## src/rtl/ic_pkg.sv

```systemverilog
// Shared constants, state encoding and sizing helper for the icache DMA read path.
package ic_pkg;

    localparam logic [1:0] AXI_BURST_INCR = 2'b01;
    localparam logic [2:0] AXI_SIZE_16B   = 3'b100;
    localparam logic [1:0] AXI_RESP_OKAY  = 2'b00;

    typedef enum logic [1:0] {
        ST_IDLE,
        ST_AR,
        ST_RD
    } state_t;

    function automatic int beat_idx_w(input int n);
        return (n > 1) ? $clog2(n) : 1;
    endfunction

endpackage

```

## src/rtl/ic_line_buf.sv

```systemverilog
// One-burst line buffer: register file with per-beat fill mask and async read.
module ic_line_buf #(
    parameter int DEPTH  = 8,
    parameter int DATA_W = 128,
    parameter int IW     = 3
) (
    input  logic              clk,
    input  logic              rst_n,
    input  logic              clr,
    input  logic              we,
    input  logic [IW-1:0]     waddr,
    input  logic [DATA_W-1:0] wdata,
    input  logic [IW-1:0]     raddr,
    output logic [DATA_W-1:0] rdata,
    output logic [DEPTH-1:0]  mask
);

    logic [DATA_W-1:0] mem [DEPTH];

    always_ff @(posedge clk or negedge rst_n) begin
        if (!rst_n) begin
            for (int i = 0; i < DEPTH; i++) mem[i] <= '0;
            mask <= '0;
        end else begin
            if (clr) mask <= '0;
            else if (we) mask[waddr] <= 1'b1;
            if (we) mem[waddr] <= wdata;
        end
    end

    assign rdata = mem[raddr];

endmodule

```

## src/rtl/ic_dma_rd.sv

```systemverilog
// Icache DMA read responder: serves beats from a one-burst window, refills via AXI4 INCR.
module ic_dma_rd
    import ic_pkg::*;
#(
    parameter int ADDR_W    = 33,
    parameter int DATA_W    = 128,
    parameter int BURST_LEN = 8
) (
    input  logic              clk,
    input  logic              rst_n,
    input  logic              flush,
    input  logic [ADDR_W-1:0] dma_addr,
    input  logic              dma_valid,
    output logic              dma_ack,
    output logic [DATA_W-1:0] dma_data,
    output logic [ADDR_W-1:0] m_axi_araddr,
    output logic [7:0]        m_axi_arlen,
    output logic [2:0]        m_axi_arsize,
    output logic [1:0]        m_axi_arburst,
    output logic              m_axi_arvalid,
    input  logic              m_axi_arready,
    input  logic [DATA_W-1:0] m_axi_rdata,
    input  logic [1:0]        m_axi_rresp,
    input  logic              m_axi_rlast,
    input  logic              m_axi_rvalid,
    output logic              m_axi_rready,
    output logic              rd_err
);

    localparam int IW  = beat_idx_w(BURST_LEN);
    localparam int LSB = IW + 4;
    localparam int BW  = ADDR_W - LSB;

    state_t               state;
    logic [BW-1:0]        base;
    logic                 win_valid;
    logic [IW-1:0]        k;
    logic [BURST_LEN-1:0] mask;
    logic [DATA_W-1:0]    buf_data;

    logic [BW-1:0] req_base;
    logic [IW-1:0] req_beat;
    logic          req, beat, fill, bypass, hit, miss, clr;
    logic          unused;

    assign req_base = dma_addr[ADDR_W-1:LSB];
    assign req_beat = dma_addr[LSB-1:4];
    assign unused   = ^dma_addr[3:0];

    // The cycle carrying an ack still sees the old request held high.
    assign req    = dma_valid && !dma_ack && !flush;
    assign beat   = m_axi_rvalid && m_axi_rready;
    assign fill   = beat && win_valid && !flush;
    assign bypass = fill && (k == req_beat);
    assign hit    = req && win_valid && (base == req_base)
                    && (mask[req_beat] || bypass);
    assign miss   = req && !hit && (state == ST_IDLE);
    assign clr    = flush || miss;

    assign m_axi_arlen   = 8'(BURST_LEN - 1);
    assign m_axi_arsize  = AXI_SIZE_16B;
    assign m_axi_arburst = AXI_BURST_INCR;

    ic_line_buf #(
        .DEPTH (BURST_LEN),
        .DATA_W(DATA_W),
        .IW    (IW)
    ) u_buf (
        .clk  (clk),
        .rst_n(rst_n),
        .clr  (clr),
        .we   (fill),
        .waddr(k),
        .wdata(m_axi_rdata),
        .raddr(req_beat),
        .rdata(buf_data),
        .mask (mask)
    );

    always_ff @(posedge clk or negedge rst_n) begin
        if (!rst_n) begin
            state         <= ST_IDLE;
            dma_ack       <= 1'b0;
            dma_data      <= '0;
            m_axi_arvalid <= 1'b0;
            m_axi_araddr  <= '0;
            m_axi_rready  <= 1'b0;
            rd_err        <= 1'b0;
            win_valid     <= 1'b0;
            base          <= '0;
            k             <= '0;
        end else begin
            dma_ack <= hit;
            if (hit) dma_data <= bypass ? m_axi_rdata : buf_data;
            if (beat && m_axi_rresp != AXI_RESP_OKAY) rd_err <= 1'b1;
            unique case (state)
                ST_IDLE: begin
                    if (miss) begin
                        m_axi_araddr  <= {req_base, {LSB{1'b0}}};
                        m_axi_arvalid <= 1'b1;
                        base          <= req_base;
                        win_valid     <= 1'b1;
                        state         <= ST_AR;
                    end
                end
                ST_AR: begin
                    if (m_axi_arready) begin
                        m_axi_arvalid <= 1'b0;
                        m_axi_rready  <= 1'b1;
                        k             <= '0;
                        state         <= ST_RD;
                    end
                end
                ST_RD: begin
                    if (beat) begin
                        k <= k + IW'(1);
                        if (m_axi_rlast) begin
                            m_axi_rready <= 1'b0;
                            k            <= '0;
                            state        <= ST_IDLE;
                            if (k != IW'(BURST_LEN - 1)) rd_err <= 1'b1;
                        end
                    end
                end
                default: state <= ST_IDLE;
            endcase
            // Flush wins over any error raised in the same cycle.
            if (flush) begin
                win_valid <= 1'b0;
                rd_err    <= 1'b0;
            end
        end
    end

endmodule

```

## config.mk

```make
export PLATFORM = sky130hd
export DESIGN_NAME = ic_dma_rd
export DESIGN_NICKNAME = d
export VERILOG_FILES = /design/src/rtl/ic_pkg.sv /design/src/rtl/ic_line_buf.sv /design/src/rtl/ic_dma_rd.sv
export SDC_FILE = /design/constraint.sdc
export NUM_CORES = 2
export LEC_CHECK = 0
export BUFFER_PORTS_ARGS = -buffer_cell sky130_fd_sc_hd__buf_2
export CAP_MARGIN = 20
export CORE_MARGIN = 2
export CORE_UTILIZATION = 55
export CTS_BUF_LIST = sky130_fd_sc_hd__clkbuf_16
export DETAILED_ROUTE_END_ITERATION = 16
export PLACE_DENSITY_LB_ADDON = 0.2
export SYNTH_ARGS = -nofsm -noshare
export SYNTH_HDL_FRONTEND = slang
export SYNTH_SLANG_ARGS = --single-unit
```

## constraint.sdc

```tcl
create_clock -name clk -period 3.55 [get_ports clk]
set_input_delay 0.5325 -clock clk [delete_from_list [all_inputs] [get_ports clk]]
set_output_delay 0.5325 -clock clk [all_outputs]
set_load 0.05 [all_outputs]
```

==> out/results.tsv <==
metric	value	unit
fmax	0.355	GHz
initial_core_util	55.4	%
p_sw	8.42	mW
slowest_stage	buf_4	
p_leak	30.2	nW
place_inst	4977	
ys_seq_area_share	56.1	%
dpl.hpwl	70.4	mm
core-area	0.0964	mm^2
placed_area	0.0568	mm^2
grt_use_total	25.1	%
finClkSkew	0.0303	ns
cts_root_buffer	clkbuf_16	
start_kind	flip-flop	
rows	114	
ioPinCount	348	
path_delay_family	buffers and inverters	
seqPwrFrac	48.7	%
cts_setup_buffers	0	
yosys.area.top_type	dfrtp_1	
port_buffers	323	
synth_cell_types	40	
die-area	0.0996	mm^2
slew_viol_final	0	
netlist_instances	3553	
clock_power_share	37.1	%
place.gp.congestion	0.803	
power	32.5	mW
wirelength	123	mm
period_share	79.4	%
critical_path_buf_inv_count	2	
endpoint_kind	flip-flop	
internal-power	24.1	mW
ir_drop	0.447	mV
worstSetupPathType	flip-flop to flip-flop	
hold_violations	0	
max_stage_delay	0.57	ns
die_w	316	um
syn_to_final_growth	13.4	%
clockBufferDepth	3	
clock_latency	0.71	ns
yosys_warnings	0	
worstPathRequired	4.15	ns
cts_made_buffers	121	
avgRoutedWirePerCell	23.7	um
pre_cts_ws	0.394	ns
grt_max_degree	143	
setup_viol	0	
dr.pass1.iters	5	
drive_gt1_share	48.2	%
status	complete, no violations	
drc	0	
synth_common_cells	dfrtp_1 (1196), mux2_2 (1035), mux4_2 (258)	
synth_edf_count	0	
critPathMaxFanout	46	
switching_share	25.9	%
setup_tns	0	ns
syn-cell-area	0.0534	mm^2
final_cell_area	0.0606	mm^2
ys_async_sr_fraction	100	%
drtIter0Drc	1800	
worst_pin_slew	1.03	ns
min_period	2.82	ns
max-cap-violations	0	
avgSynthCellArea	15.0	um^2
numClockSinks	1196	
final_cells	5213	
h-tree-depth	3	
rsz0062_at_grt	false	
worst_slack	0.731	ns
ctsHoldBuffers	1	
first_global_vias	32789	
cts_resized	0	
clkTransAtPathRegs	0.06	ns
nets	3997	
hp-class	primary input to flip-flop	
ant_nets	0	
yosysTopAreaCellShare	56.1	%
pwr_density_cell	537	mW/mm^2
grt_overflow	0	
ys.flop_type	dfrtp_1	
vias	31342	
pwr-share-comb	14.2	%
cp_cell_sequence	mux4_2 > mux2_2 > o2111ai_4 > buf_4 > buf_4 > o21ai_0 > o21ai_0	
max_slew_margin	31.6	%
grt_pass1_wl	194	mm
tritoncts	done	
ys_ff_latch	1196	
nFillCells	7280	
synth_area_leaders	dfrtp_1 (56%), mux2_2 (22%), mux4_2 (11%), mux2i_1 (2.4%), o21ai_0 (2.4%)	
worst_ep_arrival_time	3.42	ns
fp.dieH	316	um
antenna_found_initial	23	
synth_most_common_cell	dfrtp_1	
vias_per_cell	6.01	
-- worst register-to-register path: stages (launching register included) --
cell and delay [ns]:
dfrtp_1 0.40, mux4_2 0.47, mux2_2 0.32, o2111ai_4 0.25, buf_4 0.41, buf_4 0.59
o21ai_0 0.17, o21ai_0 0.11
-- per-layer routing --
layer  global-route usage (%)  up-vias  share of wire [%]
met5                        0        -               0.15
li1                         -    13682                  -
met4                     7.27       28                2.3
met1                     34.6    16786                 44
met3                     4.25      193                4.8
met2                     41.5      653                 49
-- power by group through the flow --
stage	combinational (mW)	sequential (mW)	clock, mW
after floorplan	2.81	16.4	0
after global placement	4.55	16.0	0
after detailed placement	4.64	16.1	0
after CTS	4.66	15.8	12.3
after global routing	4.99	16.0	12.9
final	4.60	15.8	12.1
-- final timing paths --
kind,start,end,slack [ns],depth (start not counted)
setup / recovery,u_buf.mask[0],dma_data[36],0.73,7
hold / removal,m_axi_arready,state[0],0.08,2
setup reg to reg,u_buf.mask[0],dma_data[36],0.73,7
hold reg to reg,u_buf.mem[315],u_buf.mem[315],0.50,1
max in group asynchronous,rst_n,u_buf.mem[371],1.94,4
min in group asynchronous,rst_n,u_buf.mem[661],0.43,2
-- area by class of cell --
type / count / area, um^2 / area share, %
tap: 1276 / 1600 / 2.64
clock buffer: 123 / 3080 / 5.08
clock inverter: 103 / 674 / 1.11
inverter: 4 / 15.0 / 0.0248
antenna: 9 / 22.5 / 0.0372
multi-input combinational: 2088 / 22300 / 36.9
sequential: 1196 / 29900 / 49.4
timing repair buffer: 414 / 2910 / 4.80
-- sequential cells by signal, indices dropped and copies added, names as in the netlist --
signal / count
u_buf.mem: 1024
dma_data: 128
base: 26
u_buf.mask: 8
k: 3
state: 2
dma_ack: 1
m_axi_arvalid: 1
m_axi_rready: 1
rd_err: 1
win_valid: 1
-- layout by cell type (no fill, tap or decap), drive strengths merged, types with 64 or more instances in the layout --
cell type,count
nor2,141
mux2i,128
mux2,1052
dfrtp,1196
buf,413
a21oi,132
mux4,258
clkinv,64
o21ai,263
clkbuf,123
-- cells by family (layout without fill, tap and decap cells) --
| family | count (synthesis) | count (layout) | share of synthesized area [%] |
|---|---|---|---|
| fa+ha+maj | 2 | 2 | 0.0469 |
| flops | 1196 | 1196 | 56.1 |
| other cells | 2 | 29 | 0.0141 |
| buf+inv | 287 | 644 | 2.38 |
| mux | 1438 | 1438 | 35.6 |
| compound gates | 401 | 401 | 3.81 |
| xor+xnor | 30 | 30 | 0.492 |
| simple gates | 197 | 197 | 1.59 |
-- through the flow --
stage	hold WS (ns)	util (%)
after floorplan	0.237	-
after global routing	0.0663	62.8
after CTS	0.0186	62.8
after global placement	0.461	58.9
final	0.0768	62.8
after detailed placement	0.488	58.9
Note: power is estimated with default switching activity, not from simulation.
